<file path="src/rtl/tennis_pkg.sv">
// Shared types for the tennis match controller.
// Match state, player side and the idle ball pattern.
package tennis_pkg;

   typedef enum logic [1:0] {
      SERVE_WAIT,
      RALLY,
      POINT_HOLD,
      MATCH_OVER
   } match_state_t;

   typedef enum logic {
      SIDE_LEFT,
      SIDE_RIGHT
   } side_t;

   localparam logic [7:0] NL_IDLE = 8'hFF;

endpackage

</file>
<file path="src/rtl/risingEdgeDetector.sv">
// Registered rising-edge detector.
// rise_o is high in the cycle d_i is 1 after being 0 on the previous clock.
module risingEdgeDetector (
   input  logic clk,
   input  logic rst_n,
   input  logic d_i,
   output logic rise_o
);

   logic prev_q;

   always_ff @(posedge clk or negedge rst_n) begin
      if (!rst_n) prev_q <= 1'b0;
      else        prev_q <= d_i;
   end

   assign rise_o = d_i & ~prev_q;

endmodule

</file>
<file path="src/rtl/tennis_match_ctrl.sv">
// Tennis match sequencer: serve, rally speed-up, scoring, hold, match end.
// Optional TENNIS_AUTO_SERVE_EN: serve automatically after 2*HOLD_TICKS idle ticks.
module tennis_match_ctrl
   import tennis_pkg::*;
#(
   parameter int unsigned         PERIOD_W        = 25,
   parameter logic [PERIOD_W-1:0] PERIOD_INIT     = 25'h1FF_FFFF,
   parameter logic [PERIOD_W-1:0] PERIOD_STEP     = 25'd50000,
   parameter logic [PERIOD_W-1:0] PERIOD_MIN      = 25'h040_0000,
   parameter int unsigned         SCORE_W         = 4,
   parameter int unsigned         POINTS_TO_WIN   = 7,
   parameter int unsigned         SERVES_PER_TURN = 2,
   parameter int unsigned         HOLD_TICKS      = 6
) (
   input  logic                CLK100MHZ,
   input  logic                CPU_RESETN,
   input  logic                move_tick,
   input  logic [7:0]          nL,
   input  logic                hit,
   input  logic                toss_btn,
   output logic                toss,
   output logic [PERIOD_W-1:0] period,
   output logic [SCORE_W-1:0]  score_l,
   output logic [SCORE_W-1:0]  score_r,
   output logic                server,
   output logic                point_flash,
   output logic                match_over
);

   localparam int unsigned HOLD_W = $clog2(HOLD_TICKS + 1);
   localparam int unsigned SUM_W  = SCORE_W + 1;
   localparam logic [PERIOD_W-1:0] PERIOD_THR = PERIOD_MIN + PERIOD_STEP;
   localparam logic [SCORE_W-1:0]  WIN        = SCORE_W'(POINTS_TO_WIN);
   localparam logic [HOLD_W-1:0]   HOLD_LAST  = HOLD_W'(HOLD_TICKS - 1);

   match_state_t        state_q, state_d;
   logic                toss_q, toss_d;
   logic [PERIOD_W-1:0] period_q, period_d;
   logic [SCORE_W-1:0]  score_l_q, score_l_d;
   logic [SCORE_W-1:0]  score_r_q, score_r_d;
   logic                server_q, server_d;
   logic                flash_q, flash_d;
   logic                over_q, over_d;
   logic [7:0]          prev_nl_q, prev_nl_d;
   logic [HOLD_W-1:0]   hold_q, hold_d;

   logic                toss_rise;
   logic                serve;
   logic                out_ev;
   side_t               out_side;
   logic [SUM_W-1:0]    score_sum;
   logic                win;
   logic                rotate;

   risingEdgeDetector u_toss_edge (
      .clk    (CLK100MHZ),
      .rst_n  (CPU_RESETN),
      .d_i    (toss_btn),
      .rise_o (toss_rise)
   );

   function automatic logic [SCORE_W-1:0] sat_inc(input logic [SCORE_W-1:0] s);
      return (s == WIN) ? s : s + 1'b1;
   endfunction

`ifdef TENNIS_AUTO_SERVE_EN
   localparam int unsigned AUTO_W = $clog2(2 * HOLD_TICKS + 1);
   localparam logic [AUTO_W-1:0] AUTO_LAST = AUTO_W'(2 * HOLD_TICKS - 1);

   logic [AUTO_W-1:0] auto_q, auto_d;

   assign serve = toss_rise | (move_tick & (auto_q == AUTO_LAST));

   always_comb begin
      auto_d = '0;
      if (state_q == SERVE_WAIT && !serve) begin
         auto_d = move_tick ? auto_q + 1'b1 : auto_q;
      end
   end

   always_ff @(posedge CLK100MHZ or negedge CPU_RESETN) begin
      if (!CPU_RESETN) auto_q <= '0;
      else             auto_q <= auto_d;
   end
`else
   assign serve = toss_rise;
`endif

   // A ball leaving an end is seen as its last lit bit vanishing.
   assign out_ev    = (nL == NL_IDLE) & (~prev_nl_q[7] | ~prev_nl_q[0]);
   assign out_side  = !prev_nl_q[7] ? SIDE_LEFT : SIDE_RIGHT;
   assign score_sum = {1'b0, score_l_q} + {1'b0, score_r_q};
   assign win       = (score_l_q == WIN) | (score_r_q == WIN);
   assign rotate    = (score_sum % SUM_W'(SERVES_PER_TURN)) == '0;

   always_comb begin
      state_d   = state_q;
      toss_d    = 1'b0;
      period_d  = period_q;
      score_l_d = score_l_q;
      score_r_d = score_r_q;
      server_d  = server_q;
      prev_nl_d = prev_nl_q;
      hold_d    = hold_q;
      unique case (state_q)
         SERVE_WAIT: begin
            if (serve) begin
               toss_d   = 1'b1;
               period_d = PERIOD_INIT;
               state_d  = RALLY;
            end
         end
         RALLY: begin
            prev_nl_d = nL;
            if (out_ev) begin
               if (out_side == SIDE_LEFT) score_r_d = sat_inc(score_r_q);
               else                       score_l_d = sat_inc(score_l_q);
               state_d = POINT_HOLD;
            end else if (hit) begin
               period_d = (period_q < PERIOD_THR) ? PERIOD_MIN
                                                  : period_q - PERIOD_STEP;
            end
         end
         POINT_HOLD: begin
            if (move_tick) begin
               if (hold_q == HOLD_LAST) begin
                  hold_d = '0;
                  if (win) begin
                     state_d = MATCH_OVER;
                  end else begin
                     state_d = SERVE_WAIT;
                     if (rotate) server_d = ~server_q;
                  end
               end else begin
                  hold_d = hold_q + 1'b1;
               end
            end
         end
         MATCH_OVER: begin
            if (toss_rise) begin
               score_l_d = '0;
               score_r_d = '0;
               server_d  = 1'b0;
               period_d  = PERIOD_INIT;
               state_d   = SERVE_WAIT;
            end
         end
         default: ;
      endcase
      flash_d = (state_d == POINT_HOLD);
      over_d  = (state_d == MATCH_OVER);
   end

   always_ff @(posedge CLK100MHZ or negedge CPU_RESETN) begin
      if (!CPU_RESETN) begin
         state_q   <= SERVE_WAIT;
         toss_q    <= 1'b0;
         period_q  <= PERIOD_INIT;
         score_l_q <= '0;
         score_r_q <= '0;
         server_q  <= 1'b0;
         flash_q   <= 1'b0;
         over_q    <= 1'b0;
         prev_nl_q <= NL_IDLE;
         hold_q    <= '0;
      end else begin
         state_q   <= state_d;
         toss_q    <= toss_d;
         period_q  <= period_d;
         score_l_q <= score_l_d;
         score_r_q <= score_r_d;
         server_q  <= server_d;
         flash_q   <= flash_d;
         over_q    <= over_d;
         prev_nl_q <= prev_nl_d;
         hold_q    <= hold_d;
      end
   end

   assign toss        = toss_q;
   assign period      = period_q;
   assign score_l     = score_l_q;
   assign score_r     = score_r_q;
   assign server      = server_q;
   assign point_flash = flash_q;
   assign match_over  = over_q;

endmodule

</file>
<file path="config.mk">
export PLATFORM = sky130hd
export DESIGN_NAME = tennis_match_ctrl
export DESIGN_NICKNAME = d
export VERILOG_FILES = /design/src/rtl/tennis_pkg.sv /design/src/rtl/risingEdgeDetector.sv /design/src/rtl/tennis_match_ctrl.sv
export SDC_FILE = /design/constraint.sdc
export NUM_CORES = 1
export LEC_CHECK = 0
export CORE_ASPECT_RATIO = 0.6
export CORE_UTILIZATION = 40
export CTS_BUF_LIST = sky130_fd_sc_hd__clkbuf_2 sky130_fd_sc_hd__clkbuf_4 sky130_fd_sc_hd__clkbuf_8
export DETAILED_ROUTE_END_ITERATION = 7
export SLEW_MARGIN = 40
export SYNTH_ARGS = -nofsm -noshare
export SYNTH_HDL_FRONTEND = slang
export SYNTH_HIERARCHICAL = 1
export SYNTH_SLANG_ARGS = --single-unit
</file>
<file path="constraint.sdc">
create_clock -name CLK100MHZ -period 3.9 [get_ports CLK100MHZ]
set_input_delay 1.17 -clock CLK100MHZ [delete_from_list [all_inputs] [get_ports CLK100MHZ]]
set_output_delay 1.17 -clock CLK100MHZ [all_outputs]
set_load 0.01 [all_outputs]
</file>
* Word-level counts from Yosys, hierarchy flattened
Index checks and enable logic that the tools add are counted.
** Storage, ports and cells
- Logic and storage cells :: 89
- Register bits after elaboration :: 51
- Output and inout bits :: 37
- Bits of input ports :: 13
** Cells by class
- $add $sub $neg :: 5
- Bitwise logic cells :: 8
- Equality and inequality tests :: 22
- Order comparisons :: 1
- Muxes and demuxes :: 31
- Reductions and logical operators :: 11
** Operators with widths (number)
- $mux 25 :: 4
- $pmux 25 s2 :: 1
- $mux 4 :: 7
- $lt 25x23->1 const B :: 1
- $sub 25x16->25 const B :: 1
- $ne 2x2->1 const B :: 12
- $pmux 4 s2 :: 2
- $mux 2 :: 6
- $reduce_and 5->1 :: 2
- $add 4x1->4 const B :: 2
- $eq 2x2->1 const B :: 4
- $eq 4x3->1 const B :: 2
- $eq 8x8->1 const B :: 1
- $mux 1 :: 8
- $pmux 2 s4 :: 1
- $reduce_and 6->1 :: 1
- $reduce_bool 2->1 :: 3
- $logic_not 5->1 :: 1
- $not 1->1 :: 4
- $reduce_and 4->1 :: 1
- $add 3x1->3 const B :: 1
- $eq 3x3->1 const B :: 1
- $mux 3 :: 1
- $and 1x1->1 :: 2
- 8 further kinds :: 9

* Depth between registers and ports, before layout
- Depth in word-level cells :: 7
- Mapped depth :: 9
- Mapped depth without buffers :: 7

* By module
The synthesis kept the hierarchy.
** By module, submodules not included
- tennis_match_ctrl :: sequential area each 1056.0 µm², instances 1, cells each 290, area each 2668.8 µm²
- risingEdgeDetector :: sequential area each 25.0 µm², instances 1, cells each 2, area each 38.8 µm²

* Least setup slack after synthesis
OpenSTA, ideal clock, no wires.
- Path kind :: input -> register
- Start point :: input nL[6]
- End point :: register period_q[13], in the netlist period[13]
- Stages on the path :: 7
- Library setup time :: 0.111 ns
- Setup slack :: 1.193 ns
- Data arrival time :: 2.597 ns
- Required time :: 3.789 ns
- Path buffers :: 2
- Cell sequence :: nand4_1 -> o31ai_1 -> a21o_1 -> clkbuf_1 -> clkbuf_1 -> a21oi_1 -> o311ai_0
** Between the ends
- Word-level cells in the longest chain between the ends :: 4
** RTL lines
- from (decl) :: line tennis_match_ctrl.sv:18 : input logic [7:0] nL,
- $eq 8x8->1 :: line tennis_match_ctrl.sv:90 : assign out_ev = (nL == NL_IDLE) & (~prev_nl_q[7] | ~prev_nl_q[0]);
- $and 1x1->1 :: line tennis_match_ctrl.sv:90
- $ne 2x2->1 (no line)
- $reduce_and 4->1 (no line)
- to (signal assigned) :: line tennis_match_ctrl.sv:169 : period_q <= period_d;
- to (decl) :: line tennis_match_ctrl.sv:38 : logic [PERIOD_W-1:0] period_q, period_d;
No other way between the ends.
A chain may end at the register's enable or synchronous reset.

* Final worst setup path
- Start point :: input nL[7]
- End point :: register score_l_q[0], in the netlist score_l[0]
** Between the ends
- Word-level cells in the longest chain between the ends :: 4
** RTL lines
- $eq 8x8->1 :: line tennis_match_ctrl.sv:90
- $and 1x1->1 :: line tennis_match_ctrl.sv:90
- $ne 2x2->1 (no line)
- $reduce_and 5->1 (no line)
- to (signal assigned) :: line tennis_match_ctrl.sv:170 : score_l_q <= score_l_d;
- to (decl) :: line tennis_match_ctrl.sv:39 : logic [SCORE_W-1:0] score_l_q, score_l_d;
No other way between the ends.

==> run metrics <==
vias in the first global route about 2.3k; CTS tree done; htree depth 2; I/O Buffers 49; drt pass-1 iters 4; Cell variety after synth 62; # hold bufs at CTS 0; WS Path Type in2reg; Avg Cell Area, Syn 9.273 µm²; Synth Area in Simple Gates 0.1747; flop2flop setup slack 1.08 ns; antenna-violating nets left 0; Root Buffer Master clkbuf_8; Post-Syn Instances 292; gr usage total 0.2183; first-pass GRT wire length roughly 12 mm; adder-cell share of the synthesized area 0.04159; Starting Density 0.4277; FMAX 0.3250 GHz; clock power share 0.181; Synth Register Bits 42; CP max stage cell or4_1; CTS Buf Count 5; met1 usage 0.3670; R2R depth 7; area grow syn2layout 23.38%; Mapped Area roughly 2700 µm²; Sw Share 0.4172; Setup TNS 0 ns; Inst Count DP 409; WP buf/inv 1; Most Crowded Layer GR met1; worst hold-check path type reg2reg; post-synthesis compound-gate area fraction 0.2870; switching pwr ~830 µW; sequential share of the synthesized area 0.3993; Final Max Tran Viols 0; core box area between 6000 and 7000 µm²; crit path time final 3.077 ns; Combinational Power Share 0.463; Worst setup SP type input port; CTS resizes 0; critical path depth 6; DRC violation count after routing 0; die area 7113 µm²; Tcrit/Tclk final 0.7890; Int Pwr 1.159 mW; RSZ-0062 raised after global routing false; Iter 0 DRT Violations 163; Most used DFF post-synth dfstp_2; TritonCTS Sinks 42; final cell count without fillers 417; Setup crit end kind register; CP top delay family simple AND/OR/NAND/NOR gates; clk slew on worst S/H paths 0.09 ns; clock latency on the worst-skew pair 0.31 ns; xor and xnor fraction of the mapped netlist area 0.01617; Die H roughly 66 µm; CP Max Fanout 5; detailed placement HPWL between 4 and 5 mm; syn nets roughly 310; Worst R2R End score_l[0]; fin nets 354; share of flip-flops with an asynchronous set or reset 1.000; Pleak around 1.3 nW; largest net degree at the start of global routing 43; CP Capture Point score_l[0]; sequential share of power 0.355; crit-path max cell delay 0.63 ns; final WL 6.975 mm; gpl congestion 0.8208; Inserted Diodes 0; floorplan row count 22; GR Util met2 0.2611; status completed; Critical Path AT between 3 and 4 ns; # setup viols final 0; post-CTS setup buffers 0; Clock Skew 0.008554 ns; wire per inst 16.73 µm; Cell Chain, Critical Path clkdlybuf4s50_1, nand4_1, or4_1, nor2_1, o21ai_0, a22o_1; Slew HR 0.5470; Hold Crit Start score_r[3]; I/O Pins 50; worst slew pin tran 0.6794 ns; die width 108.2 µm; met3 Usage GRT 0.04167; share of post-route cells with drive strength above 1 0.1381; Yosys Warn Count 6; Worst Setup SP nL[7]; Via Count 2471; Worst Path Required 4.10 ns; vias per cell 5.926; global route overflow 0; initial antenna violation count 0; RR Startpoint state_q[1]; worst vdd ir 0.2933 mV; clock buffer depth 2; Pwr Density 595.5 nW/µm²; max_cap viols 0; Hold Fails Final Rpt 0; post-synthesis mux area share 0.01941; number of synthesized flops with an enable pin 0; largest family of logic cells by synthesized area compound AO/OA/AOI/OAI gates
worst min-delay path by stage:
| stage | end | slack [ns] | cells after the start |
|---|---|---|---|
| after floorplan | hold_q[0] | 0.48 | 1 |
| after global placement | hold_q[0] | 0.51 | 1 |
| after detailed placement | score_r[3] | 0.49 | 1 |
| after CTS | score_r[3] | 0.52 | 1 |
| after global routing | score_r[3] | 0.54 | 1 |
| final | score_r[3] | 0.52 | 1 |
flip-flops by register name (all words and copies together) (netlist names), 2 cells and up:
name,cells
period,22
score_l,4
score_r,4
hold_q,3
prev_nl_q,2
state_q,2
metrics by stage:
stage	utilization	power [mW]	area [µm²]	hold WS [ns]	worst slack (ns)
final	0.5277	1.990	3341	0.5213	0.8228
after global routing	0.5277	2.142	3341	0.5396	0.6929
after CTS	0.5269	1.989	3336	0.5187	0.8671
after detailed placement	0.5091	1.621	3223	0.4934	0.5409
after global placement	0.5081	1.609	3217	0.5100	0.5214
after floorplan	-	1.296	2708	0.4800	1.193
worst reg2reg max path: stages (launching register included):
cell and delay (ns):
dfrtp_1 0.46, inv_1 0.17, ha_1 0.46, inv_1 0.20, or4_1 0.63, nor2_1 0.37, o21ai_0 0.22, a22o_1 0.22
layout by cell type (no fill, tap or decap), types with 3 or more instances in the layout:
master	instances
or3_1	8
mux2i_1	3
o2111ai_1	12
xor2_1	3
ha_1	9
o41ai_1	5
a211o_1	3
a31oi_1	4
o211ai_1	15
nand3_1	10
a21oi_1	20
o221ai_1	3
nor3_1	8
or4_1	3
inv_1	17
dfstp_2	24
nand2_1	16
nor2_1	19
nand4_1	3
o21ai_0	14
clkdlybuf4s50_1	48
a21o_1	4
a22o_1	5
clkbuf_8	5
dfrtp_1	18
buf_4	4
nand2b_1	3
cells by family (layout without fill, tap and decap cells):
kind of cell               after synthesis  in the layout
and+or+nand+nor                         88             88
buffers and inverters                   36             77
xor gates and xnor gates                 5              5
muxes                                    5              5
DFF                                     42             42
AOI/OAI and AO/OA                      107            107
adders and majority gates                9              9
synth_stat cells, types with 2 or more instances:
cell type  instances  area, µm²
a21oi_1           21      105.1
buf_4              4      30.03
nor3_1             9      45.04
mux2i_1            3      30.03
nor2_1            19      71.32
dfstp_2           24      630.6
and3_1             2      12.51
a21o_1             4      30.03
dfrtp_1           18      450.4
and2_1             2      12.51
o2111ai_1         12      105.1
or3_1              8      50.05
o221ai_1           3      26.28
xnor2_1            2      17.52
xor2_1             3      26.28
a211oi_1           2      15.01
a2bb2oi_1          2      17.52
o311ai_1           2      17.52
clkbuf_1          10      37.54
nand4_1            3      18.77
nor2b_1            2      12.51
buf_6              2      22.52
nand3b_1           2      15.01
nand3_1           10      50.05
inv_1             17      63.81
a31oi_1            4      25.02
o21ai_0           14      70.07
o211ai_1          15      112.6
o311ai_0           2      17.52
a22o_1             5      43.79
o41ai_1            5      43.79
mux2_2             2      22.52
or4_1              3      22.52
ha_1               9      112.6
nand2_1           16      60.06
a211o_1            3      26.28
nand2b_1           3      18.77
final cells by class:
class / count / area, µm²
Clock buffer: 5 / 68.82
Tap cell: 84 / 105.1
Clock inverter: 3 / 43.79
Fill cell: 574 / 2990
Timing Repair Buffer: 52 / 510.5
Inverter: 17 / 63.81
Multi-Input combinational cell: 214 / 1468
Sequential cell: 42 / 1081
layer usage:
layer | vias up | wire [µm]
met5 | - | 0
met4 | 0 | 74
met3 | 10 | 478
met2 | 90 | 2564
met1 | 1175 | 3857
li1 | 1196 | -
power groups by stage:
stage / Clock [mW] / Sequential [mW] / Combinational (mW)
6_report: 0.361 / 0.707 / 0.922
5_1_grt: 0.388 / 0.727 / 1.03
4_1_cts: 0.372 / 0.704 / 0.914
3_5_place_dp: 0 / 0.710 / 0.911
3_3_place_gp: 0 / 0.711 / 0.898
2_1_floorplan: 0 / 0.708 / 0.588
Power figures use the tool's default switching activity.
